## config.mk

```make
export PLATFORM = sky130hd
export DESIGN_NAME = psevdo_ram_fifo_ctrl
export DESIGN_NICKNAME = d
export VERILOG_FILES = /design/src/rtl/psevdo_ram_pkg.sv /design/src/rtl/psevdo_ram_obuf.sv /design/src/rtl/psevdo_ram_fifo_ctrl.sv
export SDC_FILE = /design/constraint.sdc
export NUM_CORES = 1
export LEC_CHECK = 0
export ABC_CLOCK_PERIOD_IN_PS = 5650
export CORE_UTILIZATION = 39
export CTS_BUF_LIST = sky130_fd_sc_hd__clkbuf_8
export CTS_CLUSTER_SIZE = 20
export DETAILED_ROUTE_END_ITERATION = 12
export PLACE_DENSITY = 0.57
export SYNTH_ARGS = -nofsm -noshare
export SYNTH_HDL_FRONTEND = slang
export SYNTH_HIERARCHICAL = 1
export SYNTH_SLANG_ARGS = --single-unit
```

## constraint.sdc

```tcl
create_clock -name CLKS -period 5.65 [get_ports CLKS]
set_clock_uncertainty 0.15 [all_clocks]
set_input_delay 1.695 -clock CLKS [delete_from_list [all_inputs] [get_ports CLKS]]
set_output_delay 1.695 -clock CLKS [all_outputs]
set_load 0.01 [all_outputs]
```

## src/rtl/psevdo_ram_pkg.sv

```systemverilog
// Shared constants and types for the psevdo_ram initiator blocks: word and
// address widths, RAM depth, output buffer depth and the read-issue test.
package psevdo_ram_pkg;

    localparam int DW         = 9;
    localparam int AW         = 8;
    localparam int DEPTH      = 1 << AW;
    localparam int OBUF_DEPTH = 3;

    typedef logic [DW-1:0] word_t;
    typedef logic [AW-1:0] addr_t;
    typedef logic [AW:0]   cnt_t;    // 0..DEPTH (and LEVEL up to DEPTH+OBUF_DEPTH)
    typedef logic [1:0]    ocnt_t;   // output buffer occupancy, 0..OBUF_DEPTH
    typedef logic [1:0]    optr_t;   // output buffer slot index

    localparam cnt_t DEPTH_CNT = cnt_t'(DEPTH);

    // A new read may be issued only if, after this cycle's pop, the words
    // already in the buffer plus the reads still travelling through the RAM
    // leave a free slot for it. This is what keeps the buffer from overflowing.
    function automatic logic obuf_has_room(input ocnt_t      obuf_cnt,
                                           input logic [1:0] pend,
                                           input logic       pop);
        logic [2:0] occ;
        occ = 3'(obuf_cnt) + 3'(pend) - 3'(pop);
        return occ <= 3'(OBUF_DEPTH - 1);
    endfunction

endpackage

```

## src/rtl/psevdo_ram_obuf.sv

```systemverilog
// Small synchronous FIFO that catches RAM read data and presents the head
// word to a consumer. A write and a pop in the same cycle are both honoured.
module psevdo_ram_obuf
    import psevdo_ram_pkg::*;
(
    input  logic  clk,
    input  logic  rst,
    input  logic  push_i,
    input  word_t push_data_i,
    input  logic  pop_i,
    output word_t head_o,
    output ocnt_t count_o
);

    word_t mem_q [OBUF_DEPTH];
    word_t mem_d [OBUF_DEPTH];
    optr_t wr_ptr_q, wr_ptr_d;
    optr_t rd_ptr_q, rd_ptr_d;
    ocnt_t cnt_q, cnt_d;
    logic  full, empty;
    logic  do_push, do_pop;

    // Slot index wraps after the last entry (the depth is not a power of two).
    function automatic optr_t ptr_inc(input optr_t p);
        return (p == optr_t'(OBUF_DEPTH - 1)) ? '0 : p + optr_t'(1);
    endfunction

    assign full    = (cnt_q == ocnt_t'(OBUF_DEPTH));
    assign empty   = (cnt_q == '0);
    assign head_o  = mem_q[rd_ptr_q];
    assign count_o = cnt_q;

    // Next-state for storage, pointers and occupancy.
    always_comb begin
        // NOTE: every signal written here gets a default first, so no path can infer a latch.
        mem_d    = mem_q;
        wr_ptr_d = wr_ptr_q;
        rd_ptr_d = rd_ptr_q;
        do_pop   = pop_i & ~empty;
        do_push  = push_i & (~full | do_pop);
        if (do_push) begin
            mem_d[wr_ptr_q] = push_data_i;
            wr_ptr_d        = ptr_inc(wr_ptr_q);
        end
        if (do_pop) begin
            rd_ptr_d = ptr_inc(rd_ptr_q);
        end
        cnt_d = cnt_q + ocnt_t'(do_push) - ocnt_t'(do_pop);
    end

    // Buffer registers with synchronous reset.
    always_ff @(posedge clk) begin
        // NOTE: flops are assigned with <= so every register samples pre-edge values.
        if (rst) begin
            // NOTE: only three entries, so they are cleared to give a defined head word after reset; the large RAM is never cleared.
            for (int i = 0; i < OBUF_DEPTH; i++) begin
                mem_q[i] <= '0;
            end
            wr_ptr_q <= '0;
            rd_ptr_q <= '0;
            cnt_q    <= '0;
        end else begin
            mem_q    <= mem_d;
            wr_ptr_q <= wr_ptr_d;
            rd_ptr_q <= rd_ptr_d;
            cnt_q    <= cnt_d;
        end
    end

endmodule

```

## src/rtl/psevdo_ram_fifo_ctrl.sv

```systemverilog
// FIFO controller on the initiator side of a psevdo_ram_block port pair.
// Input stream words are written to the RAM, read back in order two cycles
// later, caught in a 3-entry buffer and offered as the output stream.
// All RAM command signals are registered; RAM_DO1 arrives the cycle after the
// RAM samples a low RDB.
module psevdo_ram_fifo_ctrl
    import psevdo_ram_pkg::*;
(
    input  logic          CLKS,
    input  logic          RST,
    input  logic [DW-1:0] IN_DATA,
    input  logic          IN_VALID,
    output logic          IN_READY,
    output logic [DW-1:0] OUT_DATA,
    output logic          OUT_VALID,
    input  logic          OUT_READY,
    output logic [AW:0]   LEVEL,
    output logic          FULL,
    output logic          EMPTY,
    output logic [DW-1:0] RAM_DIN,
    output logic [AW-1:0] RAM_WADDR,
    output logic          RAM_WRB,
    output logic [AW-1:0] RAM_RADDR,
    output logic          RAM_RDB,
    input  logic [DW-1:0] RAM_DO1
);

    // RAM pointers and bookkeeping
    addr_t      wr_ptr_q, wr_ptr_d;
    addr_t      rd_ptr_q, rd_ptr_d;
    cnt_t       ram_cnt_q, ram_cnt_d;   // written but not yet read from RAM
    cnt_t       level_q, level_d;       // everything held: RAM + in flight + buffer
    logic [1:0] rd_vld_q, rd_vld_d;     // [0] command registered, [1] RAM sampled

    // Registered RAM command port
    word_t      ram_din_q, ram_din_d;
    addr_t      ram_waddr_q, ram_waddr_d;
    logic       ram_wrb_q, ram_wrb_d;
    addr_t      ram_raddr_q, ram_raddr_d;
    logic       ram_rdb_q, ram_rdb_d;

    logic       push, pop, issue, land;
    logic [1:0] pend;
    word_t      obuf_head;
    ocnt_t      obuf_cnt;

    assign FULL      = (ram_cnt_q == DEPTH_CNT);
    assign IN_READY  = ~FULL;
    assign OUT_VALID = (obuf_cnt != '0);
    assign OUT_DATA  = obuf_head;
    assign LEVEL     = level_q;
    assign EMPTY     = (level_q == '0);

    assign RAM_DIN   = ram_din_q;
    assign RAM_WADDR = ram_waddr_q;
    assign RAM_WRB   = ram_wrb_q;
    assign RAM_RADDR = ram_raddr_q;
    assign RAM_RDB   = ram_rdb_q;

    assign push = IN_VALID & IN_READY;
    assign pop  = OUT_VALID & OUT_READY;
    assign pend = {1'b0, rd_vld_q[0]} + {1'b0, rd_vld_q[1]};
    assign land = rd_vld_q[1];   // RAM_DO1 carries a requested word this cycle

    // Registered ram_cnt means a word pushed this cycle is read no earlier
    // than next cycle, so the read command always trails its write command.
    assign issue = (ram_cnt_q != '0) & obuf_has_room(obuf_cnt, pend, pop);

    psevdo_ram_obuf u_obuf (
        .clk         (CLKS),
        .rst         (RST),
        .push_i      (land),
        .push_data_i (RAM_DO1),
        .pop_i       (pop),
        .head_o      (obuf_head),
        .count_o     (obuf_cnt)
    );

    // Next-state for pointers, counters, read pipeline and RAM commands.
    always_comb begin
        wr_ptr_d    = wr_ptr_q;
        rd_ptr_d    = rd_ptr_q;
        ram_din_d   = ram_din_q;
        ram_waddr_d = ram_waddr_q;
        ram_wrb_d   = 1'b1;
        ram_raddr_d = ram_raddr_q;
        ram_rdb_d   = 1'b1;

        if (push) begin
            ram_din_d   = IN_DATA;
            ram_waddr_d = wr_ptr_q;
            ram_wrb_d   = 1'b0;
            wr_ptr_d    = wr_ptr_q + addr_t'(1);
        end

        if (issue) begin
            ram_raddr_d = rd_ptr_q;
            ram_rdb_d   = 1'b0;
            rd_ptr_d    = rd_ptr_q + addr_t'(1);
        end

        ram_cnt_d = ram_cnt_q + cnt_t'(push) - cnt_t'(issue);
        rd_vld_d  = {rd_vld_q[0], issue};
        // Issue and landing only move words between stages; the total
        // changes only at the stream boundaries.
        level_d   = level_q + cnt_t'(push) - cnt_t'(pop);
    end

    // Controller registers with synchronous reset; in-flight reads are dropped.
    always_ff @(posedge CLKS) begin
        if (RST) begin
            wr_ptr_q    <= '0;
            rd_ptr_q    <= '0;
            ram_cnt_q   <= '0;
            level_q     <= '0;
            rd_vld_q    <= '0;
            ram_din_q   <= '0;
            ram_waddr_q <= '0;
            ram_wrb_q   <= 1'b1;
            ram_raddr_q <= '0;
            ram_rdb_q   <= 1'b1;
        end else begin
            wr_ptr_q    <= wr_ptr_d;
            rd_ptr_q    <= rd_ptr_d;
            ram_cnt_q   <= ram_cnt_d;
            level_q     <= level_d;
            rd_vld_q    <= rd_vld_d;
            ram_din_q   <= ram_din_d;
            ram_waddr_q <= ram_waddr_d;
            ram_wrb_q   <= ram_wrb_d;
            ram_raddr_q <= ram_raddr_d;
            ram_rdb_q   <= ram_rdb_d;
        end
    end

endmodule

```

==> metrics.txt <==
crit path DAT 5.33 ns; Worst Setup EP ram_cnt_q[8]; register area 1920 µm²; CTS tree yes; Syn Inst Count 513; die width 114 µm; WL/cell 13.4 µm; final wirelength 10000 µm; Synth Area in Simple Gates 20.5%; # setup viols final 0; Yosys top cell by area dfxtp_1; DRC violations left 0; hold buffer count at cts 0; total number of vias 3716; Pleak 0.00245 µW; Clock Power Share 14.6%; Post-CTS Resized 0; GP Congestion 0.774; Mapped Area 4850 µm²; post-DR vias/cell 4.97; Fin. Hold Viols 0; Tot Pwr 2540 µW; highest clock rate 0.191 GHz; Worst Tran Pin Value 0.738 ns; Worst-Skew Late Latency 0.36 ns; CP Capture Type register; adder-cell share of the synthesized area 8.87%; Required @ worst endpoint 5.75 ns; # IOs 71; R2R cell count 16; Peak VDD IR 0.249 mV; #FFs+latches synth 96; area of the core 12100 µm²; postcts setup bufs 0; row count 40; Post-synth EDFFs 0; post-synthesis xor/xnor area fraction 2.17%; total global-route track usage 16.5%; fin crit share 92.5%; CP Launch Point OUT_READY; cts bufs inserted 9; largest net degree at the start of global routing 59; share of cells above drive strength 1 5.53%; largest family of logic cells by synthesized area simple AND/OR/NAND/NOR gates; Max Root-Sink Buffers 2; CTS root buf clkbuf_8; H-Tree Depth 3; die height 114 µm; Synth-to-Final Area Change 20.1%; P per Cell Area 435 nW/µm²; Logic pwr share 50.5%; antenna diode count 0; Final Max Tran Viols 0; Worst-path clk slew 0.08 ns; clk sink count 96; Final Util 48.3%; sw power 966 µW; # nets final 631; Startpoint Class input pin; Avg Cell Area, Syn 9.46 µm²; Final Critical Period 5.23 ns; Final ANT Viol Nets 0; antenna violations before repair 0; total grt overflow 0; Internal 1570 µW; share of the synthesized area in the top cell type 39.6%; FILL cells 1147; Port-buffer cells 70; Slew headroom 50.5%; DRT iter0 DRCs 127; first drt pass iteration count 4; Initial Utilization 40.2%; Die ar. 12900 µm²; top cells by area, synth dfxtp_1, mux2i_1, ha_1; top_reg_cell synth dfxtp_1; multiplexer area fraction after synthesis 14.8%; r2r endpoint ram_cnt_q[8]; fin worst setup slack 0.424 ns; first-pass GRT wire length 17000 µm; unrepaired setup endpoints after global routing false; Seq/Total Area, Yosys 39.6%; RR Startpoint u_obuf/count_o[1]; area of the multi-input gates 2700 µm²; Synth Warn # 6; switch share 38.1%; Synth cell types 56; reg-to-reg slack, setup 1.39 ns; Place WS 0.00751 ns; worst min-delay path class register to register; FFs w/ async S/R, synth 0%; vias in the first global route 3601; Setup Crit Path Kind input pin to register; hpwl dp 6980 µm; outcome complete, no violations; Compound-Gate Fraction of Synth Area 9.00%; Flop pwr share 34.9%; CP max FO 20; Net Count, Synth 567; Setup TNS 0 ns; max-cap violation count 0
-- flip-flops by register name (all words and copies together), names as in the netlist, 8 cells and up --
name,flops
rd_ptr_q,8
wr_ptr_q,8
u_obuf/mem_q,27
RAM_WADDR,8
RAM_DIN,9
RAM_RADDR,8
LEVEL,9
ram_cnt_q,9
-- worst max-delay path, stage by stage --
cell	delay, ns
clkdlybuf4s50_1	0.40
and2_1	0.16
ha_1	0.27
inv_1	0.04
fa_1	0.36
inv_1	0.07
fa_1	0.42
o221a_4	0.30
buf_4	0.22
nand2_1	0.11
inv_1	0.06
fa_1	0.40
nor2b_1	0.21
o311a_1	0.25
o22ai_1	0.09
mux2_2	0.27
-- power by group through the flow --
| stage | combinational (µW) | clock [µW] | sequential (µW) |
|---|---|---|---|
| after floorplan | 985 | 0 | 894 |
| after CTS | 1290 | 391 | 886 |
| after global routing | 1440 | 415 | 901 |
| after detailed placement | 1280 | 0 | 900 |
| after global placement | 1270 | 0 | 899 |
| final | 1280 | 371 | 885 |
-- layer usage --
| metal | global-route usage, % | routed length [µm] |
|---|---|---|
| met1 | 22.0 | 4950 |
| met2 | 26.4 | 4500 |
| met3 | 3.08 | 398 |
| met4 | 6.58 | 160 |
| met5 | 0 | 0 |
-- logic make-up after synthesis --
group	after synthesis
compound gates	64
simple gates	182
xor+xnor	12
mux	71
buf+inv	56
fa+ha+maj	32
flops	96
-- layout by cell type (no fill, tap or decap), types with 3 or more instances in the layout --
master and n:
a211oi_1 5, a21o_1 4, a21oi_1 13, a31oi_1 3, and2_1 3, and3_1 3
buf_4 5, clkbuf_8 9, clkdlybuf4s50_1 69, dfxtp_1 96, fa_1 4, ha_1 28
inv_1 36, mux2_2 8, mux2i_1 63, nand2_1 19, nand2b_1 40, nand3_1 7
nand4_1 9, nor2_1 54, nor2b_1 15, nor3_1 5, nor4_1 3, o21a_1 3
o21ai_0 13, o21bai_1 5, o22ai_1 3, o31ai_1 3, or3_1 4, or4_1 7
xnor2_1 8, xor2_1 4
-- cell type report --
class                           instances  area share [%]
Tap cell                              168            3.61
Sequential cell                        96            33.0
Multi-Input combinational cell        361            46.2
Timing Repair Buffer                   75            12.6
Inverter                               34            2.19
Clock buffer                            9            2.12
Clock inverter                          4           0.300
-- worst min-delay path by stage --
stage / start / to / slack (ns) / depth (start not counted)
floorplan: u_obuf/mem_q[10] / u_obuf/mem_q[10] / 0.30 / 2
global placement: u_obuf/mem_q[9] / u_obuf/mem_q[9] / 0.31 / 2
detailed placement: u_obuf/mem_q[9] / u_obuf/mem_q[9] / 0.31 / 2
CTS: u_obuf/mem_q[25] / u_obuf/mem_q[25] / 0.33 / 2
global route: u_obuf/mem_q[9] / u_obuf/mem_q[9] / 0.34 / 2
finish: u_obuf/mem_q[9] / u_obuf/mem_q[9] / 0.33 / 2
-- through the flow --
stage	instance area, µm²	cells	hold slack, ns
2_1_floorplan	4850	513	0.298
3_3_place_gp	5690	734	0.308
3_5_place_dp	5690	734	0.314
4_1_cts	5830	747	0.332
5_1_grt	5830	747	0.340
6_report	5830	747	0.327
-- Yosys cell counts, types with 2 or more instances --
library cell  count
a2111oi_0         2
o22ai_1           3
o21ai_0          13
buf_6             2
nand4_1           9
a21o_1            4
inv_1            34
nor3b_1           2
a31oi_1           3
xnor2_1           8
nor2_1           54
buf_2             5
a211oi_1          5
fa_1              4
and2_1            3
a21oi_1          13
o21a_1            3
nand2b_1         40
or3_1             4
nand2_1          19
o31ai_1           3
nor2b_1          15
nor3_1            5
and3_1            3
nor4_1            3
dfxtp_1          96
o21bai_1          5
mux2i_1          63
mux2_2            8
or4_1             7
ha_1             28
clkbuf_1         11
nand3_1           7
o211a_1           2
buf_1             3
xor2_1            4
Power figures use the tool's default switching activity.
